--- config.mk ---
export PLATFORM = sky130hd
export DESIGN_NAME = mc_controller_flat
export DESIGN_NICKNAME = d
export VERILOG_FILES = /design/src/rtl/ctrl_pkg.sv /design/src/rtl/mc_controller_if.sv /design/src/rtl/ctrl_link_tracker.sv /design/src/rtl/mc_controller.sv /design/src/flat_wrapper.sv
export SDC_FILE = /design/constraint.sdc
export NUM_CORES = 1
export LEC_CHECK = 0
export BUFFER_PORTS_ARGS = -buffer_cell sky130_fd_sc_hd__buf_4
export CAP_MARGIN = 20
export CORE_MARGIN = 2
export CORE_UTILIZATION = 30
export DETAILED_ROUTE_END_ITERATION = 6
export PLACE_DENSITY = 0.58
export SLEW_MARGIN = 20
export SYNTH_ARGS = -nofsm -noshare
export SYNTH_HDL_FRONTEND = slang
export SYNTH_SLANG_ARGS = --single-unit
--- constraint.sdc ---
create_clock -name clk -period 1.55 [get_ports clk]
set_input_delay 0.2325 -clock clk [delete_from_list [all_inputs] [get_ports clk]]
set_output_delay 0.2325 -clock clk [all_outputs]
set_load 0.01 [all_outputs]
--- src/rtl/ctrl_pkg.sv ---
// Shared definitions for the micro-coded control FSM: opcodes, state codes,
// register-write-enable bit positions, next-PC select codes and strobe bundle.
package ctrl_pkg;

    // Opcodes (low four bits of the latched instruction opcode)
    localparam logic [3:0] OP_NOP  = 4'd0;
    localparam logic [3:0] OP_ADD  = 4'd1;
    localparam logic [3:0] OP_SUB  = 4'd2;
    localparam logic [3:0] OP_AND  = 4'd3;
    localparam logic [3:0] OP_OR   = 4'd4;
    localparam logic [3:0] OP_XOR  = 4'd5;
    localparam logic [3:0] OP_OUT  = 4'd6;
    localparam logic [3:0] OP_IN   = 4'd7;
    localparam logic [3:0] OP_MOV  = 4'd8;
    localparam logic [3:0] OP_JMP  = 4'd9;
    localparam logic [3:0] OP_BCC  = 4'd10;
    localparam logic [3:0] OP_CALL = 4'd11;
    localparam logic [3:0] OP_RET  = 4'd12;
    localparam logic [3:0] OP_LD   = 4'd13;
    localparam logic [3:0] OP_ST   = 4'd14;
    localparam logic [3:0] OP_LDI  = 4'd15;

    // FSM state encoding (also exported on the debug state port)
    typedef logic [2:0] state_t;
    localparam state_t ST_FETCH  = 3'd0;
    localparam state_t ST_DECODE = 3'd1;
    localparam state_t ST_EXEC   = 3'd2;
    localparam state_t ST_MEM    = 3'd3;
    localparam state_t ST_WB     = 3'd4;
    localparam state_t ST_HALT   = 3'd5;

    // rfwe bit positions
    localparam int RFWE_RF = 0;
    localparam int RFWE_Z  = 1;
    localparam int RFWE_N  = 2;
    localparam int RFWE_LR = 3;

    // branchSel codes
    localparam logic [1:0] BSEL_SEQ  = 2'd0;  // pc+2
    localparam logic [1:0] BSEL_TGT  = 2'd1;  // branch target
    localparam logic [1:0] BSEL_LINK = 2'd2;  // link register

    // All controller strobes as one bundle so reset gating is a single mux
    typedef struct packed {
        logic       ifetch;
        logic       ir_we;
        logic       pc_we;
        logic [3:0] rfwe;
        logic       dmwe;
        logic       dmre;
        logic       outwe;
        logic [1:0] branchSel;
        logic       wbSel;
        logic       portSel;
    } ctrl_strobes_t;

endpackage

--- src/rtl/mc_controller_if.sv ---
// Instruction/data bus and datapath strobe bundle between the controller
// (master) and the datapath/memory side (slave).
interface mc_controller_if #(
    parameter int OP_W   = 4,
    parameter int FLAG_W = 2
);
    logic [OP_W-1:0]           op;
    logic [FLAG_W-1:0]         flags;
    logic [$clog2(FLAG_W)-1:0] cond_idx;
    logic                      mem_ready;

    logic       ifetch;
    logic       ir_we;
    logic       pc_we;
    logic [3:0] rfwe;
    logic       dmwe;
    logic       dmre;
    logic       outwe;
    logic [1:0] branchSel;
    logic       wbSel;
    logic       portSel;

    modport master (
        input  op, flags, cond_idx, mem_ready,
        output ifetch, ir_we, pc_we, rfwe, dmwe, dmre, outwe, branchSel, wbSel, portSel
    );

    modport slave (
        output op, flags, cond_idx, mem_ready,
        input  ifetch, ir_we, pc_we, rfwe, dmwe, dmre, outwe, branchSel, wbSel, portSel
    );
endinterface

--- src/rtl/ctrl_link_tracker.sv ---
// Link-stack occupancy tracker for call/return. Saturates at LR_DEPTH and
// never goes below zero; any overflow or underflow sets a sticky error.
module ctrl_link_tracker #(
    parameter int LR_DEPTH = 4
) (
    input  logic                          clk,
    input  logic                          rst_n,
    input  logic                          push,
    input  logic                          pop,
    output logic [$clog2(LR_DEPTH+1)-1:0] depth,
    output logic                          err
);
    localparam int D_W = $clog2(LR_DEPTH+1);

    // Occupancy counter with sticky over/underflow flag
    always_ff @(posedge clk or negedge rst_n) begin
        if (!rst_n) begin
            depth <= '0;
            err   <= 1'b0;
        end else if (push) begin
            if (depth < D_W'(LR_DEPTH)) depth <= depth + D_W'(1);
            else                        err   <= 1'b1;
        end else if (pop) begin
            if (depth != '0) depth <= depth - D_W'(1);
            else             err   <= 1'b1;
        end
    end
endmodule

--- src/rtl/mc_controller.sv ---
// Multi-cycle instruction controller: FETCH -> DECODE -> EXEC [-> MEM [-> WB]].
// Strobes are decoded from the current state and the opcode latched at fetch.
// Build option: define MC_CTRL_ILLEGAL_TRAP_EN to trap opcodes >= 16 into HALT;
// otherwise they execute as a no-op.
module mc_controller
    import ctrl_pkg::*;
#(
    parameter int OP_W     = 4,
    parameter int FLAG_W   = 2,
    parameter int LR_DEPTH = 4
) (
    input  logic                          clk,
    input  logic                          rst_n,
    mc_controller_if.master               bus,
    output logic [$clog2(LR_DEPTH+1)-1:0] lr_depth,
    output logic                          stack_err,
    output logic [2:0]                    state
);
    localparam int CI_W = $clog2(FLAG_W);

    state_t          st_q, st_d;
    logic [OP_W-1:0] op_q;
    logic [CI_W-1:0] ci_q;
    logic [3:0]      opc;
    logic            illegal;
    logic            push, pop, lr_empty;
    ctrl_strobes_t   s_c, s_o;

    assign opc      = op_q[3:0];
    assign lr_empty = (lr_depth == '0);

    generate
        if (OP_W > 4) begin : g_wide_op
            assign illegal = |op_q[OP_W-1:4];
        end else begin : g_narrow_op
            assign illegal = 1'b0;
        end
    endgenerate

    // Next-state and strobe decode
    always_comb begin
        st_d = st_q;
        s_c  = '0;
        push = 1'b0;
        pop  = 1'b0;
        case (st_q)
            ST_FETCH: begin
                s_c.ifetch = 1'b1;
                if (bus.mem_ready) begin
                    s_c.ir_we = 1'b1;
                    st_d      = ST_DECODE;
                end
            end
            ST_DECODE: st_d = ST_EXEC;
            ST_EXEC: begin
                st_d      = ST_FETCH;
                s_c.pc_we = 1'b1;
                if (illegal) begin
`ifdef MC_CTRL_ILLEGAL_TRAP_EN
                    s_c.pc_we = 1'b0;
                    st_d      = ST_HALT;
`endif
                end else begin
                    case (opc)
                        OP_ADD, OP_SUB, OP_AND: begin
                            s_c.rfwe[RFWE_RF] = 1'b1;
                            s_c.rfwe[RFWE_Z]  = 1'b1;
                            s_c.rfwe[RFWE_N]  = 1'b1;
                        end
                        OP_OR, OP_XOR, OP_MOV: s_c.rfwe[RFWE_RF] = 1'b1;
                        OP_IN: begin
                            s_c.rfwe[RFWE_RF] = 1'b1;
                            s_c.portSel       = 1'b1;
                        end
                        OP_OUT: s_c.outwe = 1'b1;
                        OP_JMP: s_c.branchSel = BSEL_TGT;
                        OP_BCC: if (bus.flags[ci_q]) s_c.branchSel = BSEL_TGT;
                        OP_CALL: begin
                            s_c.branchSel     = BSEL_TGT;
                            s_c.rfwe[RFWE_LR] = 1'b1;
                            push              = 1'b1;
                        end
                        // Return on an empty link stack falls through to pc+2
                        OP_RET: begin
                            pop = 1'b1;
                            if (!lr_empty) s_c.branchSel = BSEL_LINK;
                        end
                        OP_LD, OP_ST: begin
                            s_c.pc_we = 1'b0;
                            st_d      = ST_MEM;
                        end
                        OP_LDI: begin
                            s_c.rfwe[RFWE_RF] = 1'b1;
                            s_c.wbSel         = 1'b1;
                        end
                        default: ;
                    endcase
                end
            end
            ST_MEM: begin
                if (opc == OP_LD) s_c.dmre = 1'b1;
                else              s_c.dmwe = 1'b1;
                if (bus.mem_ready) begin
                    if (opc == OP_LD) begin
                        st_d = ST_WB;
                    end else begin
                        s_c.pc_we = 1'b1;
                        st_d      = ST_FETCH;
                    end
                end
            end
            ST_WB: begin
                s_c.rfwe[RFWE_RF] = 1'b1;
                s_c.wbSel         = 1'b1;
                s_c.pc_we         = 1'b1;
                st_d              = ST_FETCH;
            end
            ST_HALT: ;
            default: st_d = ST_FETCH;
        endcase
    end

    // State register and opcode/condition latch at fetch completion
    always_ff @(posedge clk or negedge rst_n) begin
        if (!rst_n) begin
            st_q <= ST_FETCH;
            op_q <= '0;
            ci_q <= '0;
        end else begin
            st_q <= st_d;
            if (s_c.ir_we) begin
                op_q <= bus.op;
                ci_q <= bus.cond_idx;
            end
        end
    end

    // Strobes are forced low for as long as reset is held, not just after an edge
    assign s_o = rst_n ? s_c : '0;

    assign bus.ifetch    = s_o.ifetch;
    assign bus.ir_we     = s_o.ir_we;
    assign bus.pc_we     = s_o.pc_we;
    assign bus.rfwe      = s_o.rfwe;
    assign bus.dmwe      = s_o.dmwe;
    assign bus.dmre      = s_o.dmre;
    assign bus.outwe     = s_o.outwe;
    assign bus.branchSel = s_o.branchSel;
    assign bus.wbSel     = s_o.wbSel;
    assign bus.portSel   = s_o.portSel;
    assign state         = st_q;

    ctrl_link_tracker #(.LR_DEPTH(LR_DEPTH)) u_link (
        .clk   (clk),
        .rst_n (rst_n),
        .push  (push),
        .pop   (pop),
        .depth (lr_depth),
        .err   (stack_err)
    );
endmodule

--- src/flat_wrapper.sv ---
// flat-port wrapper written by rule: the top's interface ports become plain ports
module mc_controller_flat import ctrl_pkg::*;
#(
    parameter int OP_W     = 4,
    parameter int FLAG_W   = 2,
    parameter int LR_DEPTH = 4
)
  (clk, rst_n, lr_depth, stack_err, state, bus_op, bus_flags, bus_cond_idx, bus_mem_ready, bus_ifetch, bus_ir_we, bus_pc_we, bus_rfwe, bus_dmwe, bus_dmre, bus_outwe, bus_branchSel, bus_wbSel, bus_portSel);
  mc_controller_if #(.OP_W(OP_W), .FLAG_W(FLAG_W)) bus_i ();
  input  logic clk;
  input  logic rst_n;
  output logic [$clog2(LR_DEPTH+1)-1:0] lr_depth;
  output logic stack_err;
  output logic [2:0] state;
  input wire logic [$bits(bus_i.op)-1:0] bus_op;
  input wire logic [$bits(bus_i.flags)-1:0] bus_flags;
  input wire logic [$bits(bus_i.cond_idx)-1:0] bus_cond_idx;
  input wire logic [$bits(bus_i.mem_ready)-1:0] bus_mem_ready;
  output wire logic [$bits(bus_i.ifetch)-1:0] bus_ifetch;
  output wire logic [$bits(bus_i.ir_we)-1:0] bus_ir_we;
  output wire logic [$bits(bus_i.pc_we)-1:0] bus_pc_we;
  output wire logic [$bits(bus_i.rfwe)-1:0] bus_rfwe;
  output wire logic [$bits(bus_i.dmwe)-1:0] bus_dmwe;
  output wire logic [$bits(bus_i.dmre)-1:0] bus_dmre;
  output wire logic [$bits(bus_i.outwe)-1:0] bus_outwe;
  output wire logic [$bits(bus_i.branchSel)-1:0] bus_branchSel;
  output wire logic [$bits(bus_i.wbSel)-1:0] bus_wbSel;
  output wire logic [$bits(bus_i.portSel)-1:0] bus_portSel;
  assign bus_i.op = bus_op;
  assign bus_i.flags = bus_flags;
  assign bus_i.cond_idx = bus_cond_idx;
  assign bus_i.mem_ready = bus_mem_ready;
  assign bus_ifetch = bus_i.ifetch;
  assign bus_ir_we = bus_i.ir_we;
  assign bus_pc_we = bus_i.pc_we;
  assign bus_rfwe = bus_i.rfwe;
  assign bus_dmwe = bus_i.dmwe;
  assign bus_dmre = bus_i.dmre;
  assign bus_outwe = bus_i.outwe;
  assign bus_branchSel = bus_i.branchSel;
  assign bus_wbSel = bus_i.wbSel;
  assign bus_portSel = bus_i.portSel;
  mc_controller #(.OP_W(OP_W), .FLAG_W(FLAG_W), .LR_DEPTH(LR_DEPTH)) u_core (.clk(clk), .rst_n(rst_n), .bus(bus_i), .lr_depth(lr_depth), .stack_err(stack_err), .state(state));
endmodule
-- Word level (Yosys, flattened, before mapping)
Cells that the tools add are included.
Widths: inputs -> output; s select.
- $add $sub $neg: 2
- multiply operators: 0
- divide/modulo/power cells: 0
- magnitude comparators: 2
- eq/ne operators: 25
- shift operators: 0
- multiplexer cells: 41
- bitwise logic cells: 1
- reduce and logical (&&, ||, !) cells: 12
- operators by type and width (kind ; number):
    $eq 4x4->1 const B ; 8
    $mux 3 ; 9
    $mux 1 ; 21
    $eq 4x3->1 const B ; 4
    $pmux 3 s5 ; 1
    $mux 14 ; 1
    $mux 2 ; 5
    $reduce_and 3->1 ; 3
    $eq 4x2->1 const B ; 2
    $ne 2x2->1 const B ; 4
    $reduce_or 8->1 ; 1
    $eq 3x2->1 const B ; 2
    $eq 3x3->1 const B ; 2
    $logic_not 3->1 ; 2
    $pmux 2 s3 ; 1
    $eq 4x1->1 const B ; 1
    $pmux 1 s2 ; 2
    $reduce_bool 2->1 ; 2
    $reduce_or 2->1 ; 2
    $add 3x1->3 const B ; 1
    $eq 3x1->1 const B ; 1
    $lt 3x3->1 const B ; 1
    $pmux 1 s3 ; 1
    $reduce_bool 3->1 ; 1
    5 further kinds ; 5
- flip-flop bits (word level): 12
- bits in latches: 0
- RAM bits: 0
- bits in read-only memories: 0
- input bits: 10
- output and inout port bits: 21
- word-level logic and storage cells: 88
- memories kept: 0

-- Depth between registers and ports, before layout
Gate-level depths: netlist of run 1.
- depth in word-level cells: 6
- gate-level depth with buffers: 8
- depth with buffers taken out: 7

-- Modules after synthesis
From an unflattened synthesis of run 1, not the netlist that was laid out.
- cells, all modules: 99
- area total of the unflattened synthesis: 930.9 µm²
- by module, submodules not included (module ; times used ; cells an instance ; area each (µm²) ; seq. area each (µm²)):
    mc_controller ; 1 ; 74 ; 679.4 ; 200.2
    ctrl_link_tracker ; 1 ; 25 ; 251.5 ; 100.1

-- Worst setup path after synthesis of run 1
No wires, ideal clock.
- path type: flip-flop to flip-flop
- start point: reg u_core.st_q[0], in the netlist u_core.state[0]
- end point: reg u_core.u_link.depth[1]
- setup time: 0.121 ns
- arrival: 1.635 ns
- data required time: 1.429 ns
- setup slack: -0.206 ns
- cell stages (with the launch flop): 9
- path buffers: 1
- period minus slack after synthesis: 1.756 ns
- cell sequence: dfrtp_1 > buf_4 > nor3b_2 > nand4_2 > clkinv_1 > ha_1 > nor2_1 > o2bb2ai_2 > a22o_1
- longest elaborated chain between the ends: 4
- elaborated cells between the ends (all ways): 8
- classes of those cells: eq/ne (2); mux (3); reduce/logical (3)
- RTL lines (element ; RTL line ; source):
    start, declared ; mc_controller.sv:21 ; state_t st_q, st_d;
    start signal, assigned ; mc_controller.sv:130 ; st_q <= st_d;
    $eq 3x2->1 * ; mc_controller.sv:46 ; case (st_q)
    $mux 1 ; mc_controller.sv:46 ;
    $ne 2x2->1 (no source line) / $reduce_bool 2->1 (equally long branches) ; n/a ;
    $reduce_and 3->1 (no source line) ; n/a ;
    end signal, assigned ; ctrl_link_tracker.sv:21 ; if (depth < D_W'(LR_DEPTH)) depth <= depth + D_W'(1);
    end signal, assigned ; ctrl_link_tracker.sv:24 ; if (depth != '0) depth <= depth - D_W'(1);
    end, declared ; ctrl_link_tracker.sv:10 ; output logic [$clog2(LR_DEPTH+1)-1:0] depth,
Every way passes the cells marked *; elsewhere a longest branch is shown, timed or not.
A chain may end at the register's enable or synchronous reset.

-- Worst setup path in the final report of run 1
- start point: reg u_core.st_q[0], in the netlist u_core.state[0]
- end point: out bus_rfwe[3]
- longest elaborated chain between the ends: 3
- RTL lines (element ; RTL line ; source):
    $eq 3x2->1 ; mc_controller.sv:46 ;
    $mux 3 ; mc_controller.sv:46 ;
    $mux 14 ; mc_controller.sv:139 ; assign s_o = rst_n ? s_c : '0;
    end, declared ; flat_wrapper.sv:22 ; output wire logic [$bits(bus_i.rfwe)-1:0] bus_rfwe;
Every way passes these cells.

==> results_dict.tcl, run 1 <==
set metrics [dict create \
    hold_violations 0 \
    synth_top_cell_area_share_pct 35.6 \
    drt_iter0_markers 17 \
    synthFlopType "dfrtp_1" \
    ys_ff_latch 12 \
    antenna_found_initial 0 \
    grtUsageTotal_pct 17.1 \
    grt_pass1_wl_um 4310 \
    worstRegToRegCells 7 \
    path_max_fanout 5 \
    via_per_inst 5.03 \
    yosysWarnings 0 \
    gp_congestion 0.842 \
    yosys-top-cells-area "dfrtp_1 36%, mux2_1 4.0%, nand2b_1 3.7%, nor2_1 3.6%, nand2_1 3.1%" \
    hp-start "bus_cond_idx" \
    cts.sinks 12 \
    synth_fa_ha_area_share_pct 3.85 \
    synthArstFlopShare_pct 100 \
    clkLatencyLatePin_ns 0.27 \
    postPlaceCellArea_um2 1310 \
    critPathArrivalTime_ns 1.57 \
    drive_gt1_share_pct 67.9 \
    synth_top_family_by_area "simple AND/OR/NAND/NOR gates" \
    drc 0 \
    stdcell_area_um2 1620 \
    synth-compound-area-share_pct 16.9 \
    core_um2 2710 \
    avgSynthCellArea_um2 9.18 \
    seq_area_um2 304 \
    period_minus_slack_ns 1.81 \
    grt_max_degree 13 \
    firstDrtPassIters 4 \
    crit_type "reg2out" \
    cts_made_buffers 3 \
    clk_pin_slew_ns 0.08 \
    fin_worst_skew_ns 0.00609 \
    maxCapViolCount 0 \
    synth_top_cell_by_area "dfrtp_1" \
    period_share_pct 117 \
    hold_slack_ns 0.177 \
    num_vias 941 \
    die_x_um 57.1 \
    synth_nets 104 \
    multi_input_area_um2 701 \
    critPathLaunch "u_core.state[0]" \
    synth_common_cells "12 x dfrtp_1, 8 x nor2_1, 7 x nand2_1" \
    wirelength_um 2710 \
    grt_remaining_overflow 0 \
    die_area_um2 3260 \
    fillers 248 \
    area_growth_syn_to_layout_pct 91.4 \
    worstSetupEndpointType "primary output" \
    synth.most_common_cell "dfrtp_1" \
    die_y_um 57.1 \
    synth_area_um2 845 \
    vdd.ir_drop.worst_uv 1010 \
    synth-simple-area-share_pct 29.2 \
    io_pins 31 \
    hold_depth 2 \
    cts_tree "done" \
    status "complete, but fails checks" \
    hpwl_um 1880 \
    cp-start-kind "register" \
    p_per_area_nw_per_um2 1660 \
    crit_required_ns 1.32 \
    max-slew-margin-rel_pct 64.0 \
    violations "setup timing" \
    wl_per_cell_um 14.5 \
    synth-xor-area-share_pct 3.11 \
    muxShareOfSynthArea_pct 6.52 \
    synth_edf_count 0 \
    maxSlewViolCount 0 \
    finalWorstSetupSlack_ns -0.257 \
    tightest_slew_ns 0.538 \
    cts_root_buffer "clkbuf_4" \
    cts_buffer_depth 2 \
    timing.fmax_ghz 0.553 \
    grt_pass1_vias 981 \
    yosysUniqueCellTypes 42 \
    ant_nets 0 \
    worstReg2RegStart "u_core.state[2]" \
    p_leak_nw 0.759 \
    finalSetupViolCount 17 \
    rsz0062_at_grt "true" \
    n_antenna_cell 0 \
    portBuffers 30 \
    hp-class "in2reg" \
    core.rowCount 19 \
    synth-seq-area-share_pct 35.6 \
    htreeDepth 1 \
    start_util_pct 31.2 \
    syn_inst 92 \
    num-nets-final 169 \
]
per-stage QoR:
step                utilization (%)  total power [mW]  setup slack [ns]  std cells  setup TNS, ns
finish                         59.6              2.68            -0.257        187          -2.67
floorplan                         -              1.34            -0.122         92         -0.278
detailed placement             48.2              1.99           -0.0982        173         -0.332
global route                   59.6              2.88            -0.326        187          -3.89
CTS                            56.0              2.52            -0.265        183          -2.61
global placement               48.2              1.97           -0.0842        173         -0.162
final timing paths:
path / to / slack [ns]
hold / removal: u_core.ci_q / 0.18
min in group asynchronous: u_core.u_link.depth[1] / 0.68
setup reg to reg: u_core.u_link.depth[1] / -0.14
hold reg to reg: u_core.u_link.err / 0.50
setup / recovery: bus_rfwe[3] / -0.26
max in group asynchronous: u_core.state[2] / 0.48
routing by layer:
metal  wire length, um  vias to the layer above  GRT usage [%]  part of all wire, %
li1                  -                      457              -                    -
met1              1080                      465           19.0                   40
met2              1530                       17           32.2                   56
met3                81                        2           2.49                  3.0
met4                19                        0           6.98                 0.70
met5                 0                        -              0                    0
worst max-delay path, stage by stage (launching register included):
cell,delay (ns)
dfrtp_2,0.45
nand2b_4,0.17
nand2b_4,0.14
or3_4,0.34
nor2_2,0.09
buf_4,0.12
kinds of logic after synthesis:
kind of cell / after synthesis
buf+inv: 8
flops: 12
mux: 5
xor+xnor: 3
simple gates: 42
fa+ha+maj: 2
compound gates: 20
layout by cell type, fill, tap and decap left out, drive strengths merged, types with 2 or more instances in the layout:
master | Yosys | final
nor2 | 8 | 8
o21a | 2 | 2
nor3 | 2 | 2
dfrtp | 12 | 12
o21ai | 4 | 4
nor2b | 3 | 3
and3b | 2 | 2
nand2 | 7 | 7
and2 | 4 | 4
inv | 2 | 2
buf | 5 | 64
clkbuf | 0 | 4
nand2b | 5 | 5
a22o | 2 | 2
or3 | 3 | 3
xnor2 | 2 | 2
mux2 | 4 | 4
a21oi | 4 | 4
nor3b | 2 | 2
area by class of cell:
type | count | share of cell area, %
multi-input combinational | 72 | 43.3
clock buffer | 4 | 2.24
timing repair buffer | 65 | 32.4
sequential | 12 | 18.8
tap | 31 | 2.40
inverter | 3 | 0.774
sequential cells by signal, indices dropped and copies added (netlist names):
signal               count
u_core.u_link.err        1
u_core.u_link.depth      3
u_core.state             3
u_core.op_q              4
u_core.ci_q              1
where the power goes:
group | switching (mW) | internal [mW]
Combinational | 0.769 | 1.04
Clock | 0.101 | 0.143
Sequential | 0.174 | 0.452
Total | 1.04 | 1.64
timing repair:
action                                 CTS  global route
endpoints found under the hold margin   12             0
setup endpoints to repair               20            21
cloned                                   0             0
pin swaps                               14            10
hold buffers                             1             0
buffers inserted                         6             6
gates resized for setup                 24            20
(Power assumes the default switching activity.)
==> inputs of run 2 (changes only) <==
ABC_AREA = 1   (was default)
CORE_MARGIN = default   (was 2)
==> run 2 against run 1 <==
Net effect:
- the run still ends with setup timing left
- synthesized area shrank 0.44%
- total power is 0.59% lower
- combinational power down 2%
- non-clock buffer count shrank 13
- critical endpoint is now bus_pc_we
- hold slack gained 0.0018 ns
- core utilization is 2.0 points lower
- design area fell by 8.5%
- critical path depth grew 5
==> results_dict.tcl, run 2 <==
set metrics [dict create \
    yosys-top-cells-area "dfrtp_1 36%, nand2_1 12%, nand3_1 8.3%, nor2_1 7.1%, inv_1 6.7%" \
    grt_pass1_wl_um 3870 \
    io_pins 31 \
    final_cell_mix "46 x buf_4, 19 x nand2_1, 11 x nor2_1, 11 x dfrtp_1, 9 x inv_1" \
    synth_nets 129 \
    die_x_um 54.9 \
    grt_remaining_overflow 0 \
    num-nets-final 185 \
    setup_tns_ns -1.71 \
    grtUsageTotal_pct 18.6 \
    dp_slack_ns 0.0344 \
    synthFlopType "dfrtp_1" \
    final_common_cell "buf_4" \
    p_int_mw 1.42 \
    num_vias 999 \
    power.switching_mw 1.25 \
    yosysUniqueCellTypes 25 \
    largest_reg_flops 4 \
    cts_tree "done" \
    maxSlewViolCount 0 \
    synth_top_cell_by_area "dfrtp_1" \
    hold_slack_ns 0.179 \
    postPlaceCellArea_um2 1170 \
    synth_edf_count 0 \
    max-slew-margin-rel_pct 58.9 \
    cts.sinks 12 \
    worstSetupEndpointType "primary output" \
    synth_top_cell_area_share_pct 35.7 \
    synth_common_cells "26 x nand2_1, 16 x nor2_1, 15 x inv_1" \
    finalSetupViolCount 14 \
    finalWorstSetupSlack_ns -0.187 \
    clk_pin_slew_ns 0.09 \
    ys_ff_latch 12 \
    period_share_pct 112 \
    gp_congestion 0.827 \
    portBuffers 30 \
    clkLatencyLatePin_ns 0.29 \
    die_area_um2 3020 \
    vdd.ir_drop.worst_uv 1050 \
    start_util_pct 32.7 \
    synthArstFlopShare_pct 100 \
    violations "setup timing" \
    drive_gt1_share_pct 56.4 \
    synth.most_common_cell "nand2_1" \
    numPlacedInstances 186 \
    period_minus_slack_ns 1.74 \
    fin_worst_skew_ns 0.00689 \
    cts_buffer_depth 2 \
    seqPwrFrac_pct 23.3 \
    drt_iter0_markers 13 \
    core.rowCount 18 \
    cts_root_buffer "clkbuf_4" \
    avgSynthCellArea_um2 7.19 \
    crit_required_ns 1.32 \
    ant_nets 0 \
    yosysWarnings 0 \
    crit_type "reg2out" \
    via_per_inst 4.95 \
    hp-class "in2reg" \
    hpwl_um 1790 \
    hold_violations 0 \
    p_leak_nw 0.742 \
    antenna_found_initial 0 \
    cts_made_buffers 3 \
    n_antenna_cell 0 \
    top_register "u_core.op_q" \
    wirelength_um 2660 \
    status "complete, but fails checks" \
    wl_per_cell_um 13.1 \
    synth-seq-area-share_pct 35.7 \
    pwr-share-comb_pct 66.5 \
    fillers 234 \
    fin_cells 202 \
    core_um2 2570 \
    tightest_slew_ns 0.615 \
    p_per_area_nw_per_um2 1800 \
    p_sw_share_pct 47.0 \
    htreeDepth 1 \
    rsz0062_at_grt "true" \
    firstDrtPassIters 4 \
    grt_pass1_vias 910 \
    timing.fmax_ghz 0.576 \
    syn_inst 117 \
    drc 0 \
    die_y_um 54.9 \
    clkPwrFrac_pct 10.2 \
    grt_max_degree 13 \
    path_max_fanout 4 \
    synth_area_um2 841 \
    stdcell_area_um2 1480 \
    maxCapViolCount 0 \
    cp-start-kind "register" \
    critPathArrivalTime_ns 1.50 \
    area_growth_syn_to_layout_pct 75.9 \
]
==> run 2: kinds of logic (layout without fill, tap and decap cells) <==
logic type	Yosys count	in the layout	share of synthesized area [%]
fa+ha+maj	2	2	3.87
mux	1	1	1.79
xor+xnor	1	1	1.04
buf+inv	18	73	8.48
simple gates	69	69	40.0
compound gates	14	14	9.08
flops	12	12	35.7
==> run 2: timing repair <==
item,4_1_cts,5_1_grt
hold buffers,1,0
hold endpoints to repair,12,0
setup buffers,8,4
setup endpoints to repair,14,17
gates resized for setup,28,18
pin swaps,10,7
==> run 2: path summary, 6_finish.rpt <==
kind / startpoint / to / slack (ns) / cells after the start
setup / recovery: u_core.state[2] / bus_pc_we / -0.19 / 10
hold / removal: bus_cond_idx / u_core.ci_q / 0.18 / 2
setup reg to reg: u_core.state[2] / u_core.u_link.depth[1] / -0.08 / 8
hold reg to reg: u_core.u_link.err / u_core.u_link.err / 0.48 / 1
max in group asynchronous: rst_n / u_core.state[0] / 0.50 / 3
min in group asynchronous: rst_n / u_core.op_q[1] / 0.62 / 3
==> run 2: final cells by class <==
cell class / count / area (um2) / area share, %
clock buffer: 4 / 36.3 / 2.45
inverter: 17 / 68.8 / 4.65
multi-input combinational: 87 / 614 / 41.5
sequential: 12 / 302 / 20.4
tap: 30 / 37.5 / 2.54
timing repair buffer: 52 / 420 / 28.4
==> run 2: power by group through the flow <==
stage / clock network, mW / logic (mW) / registers, mW
after CTS: 0.275 / 1.56 / 0.613
after floorplan: 0 / 0.714 / 0.620
after global placement: 0 / 1.22 / 0.603
final: 0.273 / 1.77 / 0.621
after global routing: 0.296 / 1.92 / 0.641
after detailed placement: 0 / 1.24 / 0.610
==> run 2: critical path: stages, from the launching register on <==
cell,delay [ns]
dfrtp_1,0.40
inv_2,0.07
nand2_2,0.06
nor2_4,0.12
buf_6,0.14
buf_12,0.12
nand2_4,0.04
nand3_2,0.05
nand2_1,0.05
inv_1,0.06
buf_6,0.09
==> run 2: layer usage <==
metal	vias up	routed length [um]	share of wire (%)	GRT usage (%)
li1	492	-	-	-
met1	464	1200	45	23.2
met2	41	1300	49	30.7
met3	2	132	5.0	5.74
met4	0	14	0.53	5.00
met5	-	0	0	0
==> run 2: metrics by stage <==
step | util, % | power (mW)
CTS | 54.1 | 2.45
finish | 57.6 | 2.67
floorplan | - | 1.33
global placement | 45.7 | 1.82
global route | 57.6 | 2.86
detailed placement | 45.7 | 1.85
==> inputs of run 3 (changes only) <==
ABC_AREA = default   (was 1)
PLACE_DENSITY = 0.57   (was 0.58)
SYNTH_HIERARCHICAL = 1   (was default)
==> run 3 against run 2 <==
Net effect:
- the flow finishes with violations (DRC, setup timing)
- design area increased by 8.7%
- synthesized area increased by 11%
- worst setup slack got worse by 0.24 ns
- clock power decreased by 7.3%
- clock skew decreased by 0.0019 ns
- critical path type is now reg2reg
- critical endpoint is now u_core/u_link/depth[2]
- critical path depth decreased by 4
- final cell count decreased by 4.5%
- wire length increased by 3.6%
==> results_dict.tcl, run 3 <==
set metrics [dict create \
    cts.sinks 12 \
    synth-xor-area-share_pct 1.88 \
    start_util_pct 32.6 \
    cp-start-kind "register" \
    grt_pass1_vias 971 \
    synth_common_cells "12 x dfrtp_1, 8 x mux2_2, 7 x nor3_1" \
    synthFlopType "dfrtp_1" \
    wirelength_um 2750 \
    drt_iter0_markers 24 \
    num_vias 991 \
    cp_num_buf_inv 1 \
    synthArstFlopShare_pct 100 \
    cts_made_buffers 3 \
    stdcell_area_um2 1610 \
    power.switching_mw 1.07 \
    portBuffers 30 \
    pwr-share-comb_pct 70.5 \
    reg2reg_slack_ns -0.43 \
    tightest_slew_ns 0.601 \
    synth-simple-area-share_pct 30.0 \
    die_y_um 57.7 \
    status "complete, but fails checks" \
    die_area_um2 3330 \
    cts_buffer_depth 2 \
    synth_top_cell_area_share_pct 32.3 \
    timing.critical_path.slowest_stage_cell "or4_1" \
    gp_congestion 0.750 \
    drive_gt1_share_pct 63.6 \
    timing.fmax_ghz 0.505 \
    area_growth_syn_to_layout_pct 72.7 \
    top_register "u_core/op_q" \
    clkPwrFrac_pct 9.3 \
    setup_tns_ns -4.59 \
    core_um2 2850 \
    synth.most_common_cell "dfrtp_1" \
    wl_per_cell_um 14.3 \
    clkLatencyLatePin_ns 0.27 \
    vdd.ir_drop.worst_uv 961 \
    violations "DRC, setup timing" \
    synth-seq-area-share_pct 32.3 \
    grt_remaining_overflow 0 \
    core.rowCount 19 \
    seq_area_um2 302 \
    maxSlewViolCount 0 \
    period_share_pct 128 \
    max_stage_delay_ns 0.47 \
    p_per_area_nw_per_um2 1690 \
    n_antenna_cell 0 \
    yosysWarnings 6 \
    ys_ff_latch 12 \
    p_int_mw 1.65 \
    synth_nets 110 \
    largest_reg_flops 4 \
    htreeDepth 1 \
    avgSynthCellArea_um2 9.40 \
    p_sw_share_pct 39.3 \
    crit_type "reg2reg" \
    grtUsageTotal_pct 17.8 \
    ant_nets 0 \
    period_minus_slack_ns 1.98 \
    die_x_um 57.7 \
    grt_max_degree 14 \
    synth-compound-area-share_pct 16.5 \
    syn_inst 99 \
    max-slew-margin-rel_pct 59.8 \
    critical_path.top_delay_family "simple AND/OR/NAND/NOR gates" \
    synth_top_family_by_area "simple AND/OR/NAND/NOR gates" \
    worstSetupEndpointType "register" \
    drc 2 \
    synth_fa_ha_area_share_pct 2.15 \
    num-nets-final 174 \
    antenna_found_initial 0 \
    path_max_fanout 3 \
    muxShareOfSynthArea_pct 9.68 \
    critPathArrivalTime_ns 2.19 \
    grt_pass1_wl_um 4530 \
    final_cell_mix "55 x buf_4, 11 x buf_6, 11 x dfrtp_1" \
    path_cells "or3b_4, nor3_4, inv_2, fa_2, or4_1, nand3_1" \
    cts_tree "done" \
    crit_required_ns 1.76 \
    yosysUniqueCellTypes 43 \
    yosys-top-cells-area "dfrtp_1 32%, mux2_2 9.7%, nor3_1 3.8%, buf_4 3.2%, o21ai_0 2.7%" \
    io_pins 31 \
    maxCapViolCount 0 \
    postPlaceCellArea_um2 1330 \
    hpwl_um 1830 \
    synth_top_cell_by_area "dfrtp_1" \
    firstDrtPassIters 6 \
    rsz0062_at_grt "true" \
    synth_edf_count 0 \
    finalWorstSetupSlack_ns -0.430 \
    synth_area_um2 931 \
    finalSetupViolCount 17 \
    fillers 255 \
    clk_pin_slew_ns 0.08 \
    final_common_cell "buf_4" \
    cts_root_buffer "clkbuf_4" \
    seqPwrFrac_pct 20.2 \
    hold_violations 0 \
    via_per_inst 5.13 \
    p_leak_nw 0.728 \
    multi_input_area_um2 653 \
    fin_worst_skew_ns 0.00497 \
    hp-class "in2reg" \
]
run 3: changes by cell type after synthesis, sizes merged, moves of 4 or more:
cell   previous run  this run
nor3              2         9
a21oi             9         2
nand3            17         2
nand2            29         5
nor3b             0         4
buf               1         7
nor2             17         5
mux2              1         8
inv              16         3
run 3: cells by family (layout without fill, tap and decap cells):
family                     Yosys count  after routing
DFF                                 12             12
AOI/OAI and AO/OA                   22             22
and+or+nand+nor                     42             42
buffers and inverters               12             75
muxes                                8              8
adders and majority gates            1              1
xor gates and xnor gates             2              2
run 3: per-stage QoR:
| step | power (mW) | util, % | instances | setup WS (ns) | hold slack, ns |
|---|---|---|---|---|---|
| finish | 2.72 | 56.4 | 193 | -0.430 | 0.190 |
| detailed placement | 2.00 | 46.5 | 174 | -0.392 | 0.203 |
| global route | 2.91 | 56.4 | 193 | -0.493 | 0.176 |
| global placement | 1.96 | 46.5 | 174 | -0.348 | 0.203 |
| floorplan | 1.41 | - | 99 | -0.637 | -0.0631 |
| CTS | 2.64 | 55.5 | 192 | -0.403 | 0.175 |
run 3: worst register-to-register path, cell delays in order, from the launching register on:
cell and delay (ns):
dfrtp_1 0.39, or3b_4 0.43, nor3_4 0.15, inv_2 0.07
fa_2 0.33, or4_1 0.47, nand3_1 0.08
run 3: path summary, 6_finish.rpt:
| path | startpoint | endpoint | cells past startpoint |
|---|---|---|---|
| setup / recovery | u_core/state[2] | u_core/u_link/depth[2] | 6 |
| hold / removal | bus_op[2] | u_core/op_q[2] | 2 |
| setup reg to reg | u_core/state[2] | u_core/u_link/depth[2] | 6 |
| hold reg to reg | u_core/u_link/err | u_core/u_link/err | 1 |
| max in group asynchronous | rst_n | u_core/op_q[2] | 3 |
| min in group asynchronous | rst_n | u_core/state[2] | 3 |
run 3: power by group through the flow:
stage	Clock, mW	Combinational [mW]	Sequential (mW)
2_1_floorplan	0	0.811	0.600
3_3_place_gp	0	1.41	0.552
3_5_place_dp	0	1.45	0.558
4_1_cts	0.267	1.82	0.552
5_1_grt	0.277	2.06	0.573
6_report	0.253	1.92	0.550
run 3: final cells by class:
cell class              instances  area share (%)
clock buffers                   4            2.26
inverters                       3           0.700
multi-input cells              75            40.6
flip-flops and latches         12            18.8
well taps                      31            2.41
repair buffers                 68            35.3
run 3: per-layer routing:
layer	GRT usage [%]	share of wire (%)	vias to the layer above
met4	9.18	0.58	0
met2	27.4	50	21
met3	2.23	3.3	2
met5	0	0	-
met1	24.6	46	471
li1	-	-	497
run 3: repair_timing:
item	CTS	global route
endpoints found under the hold margin	12	0
gates resized for setup	27	6
hold buffers	1	0
endpoints found under the setup margin	17	23
buffers inserted	14	4
pin swaps	14	3
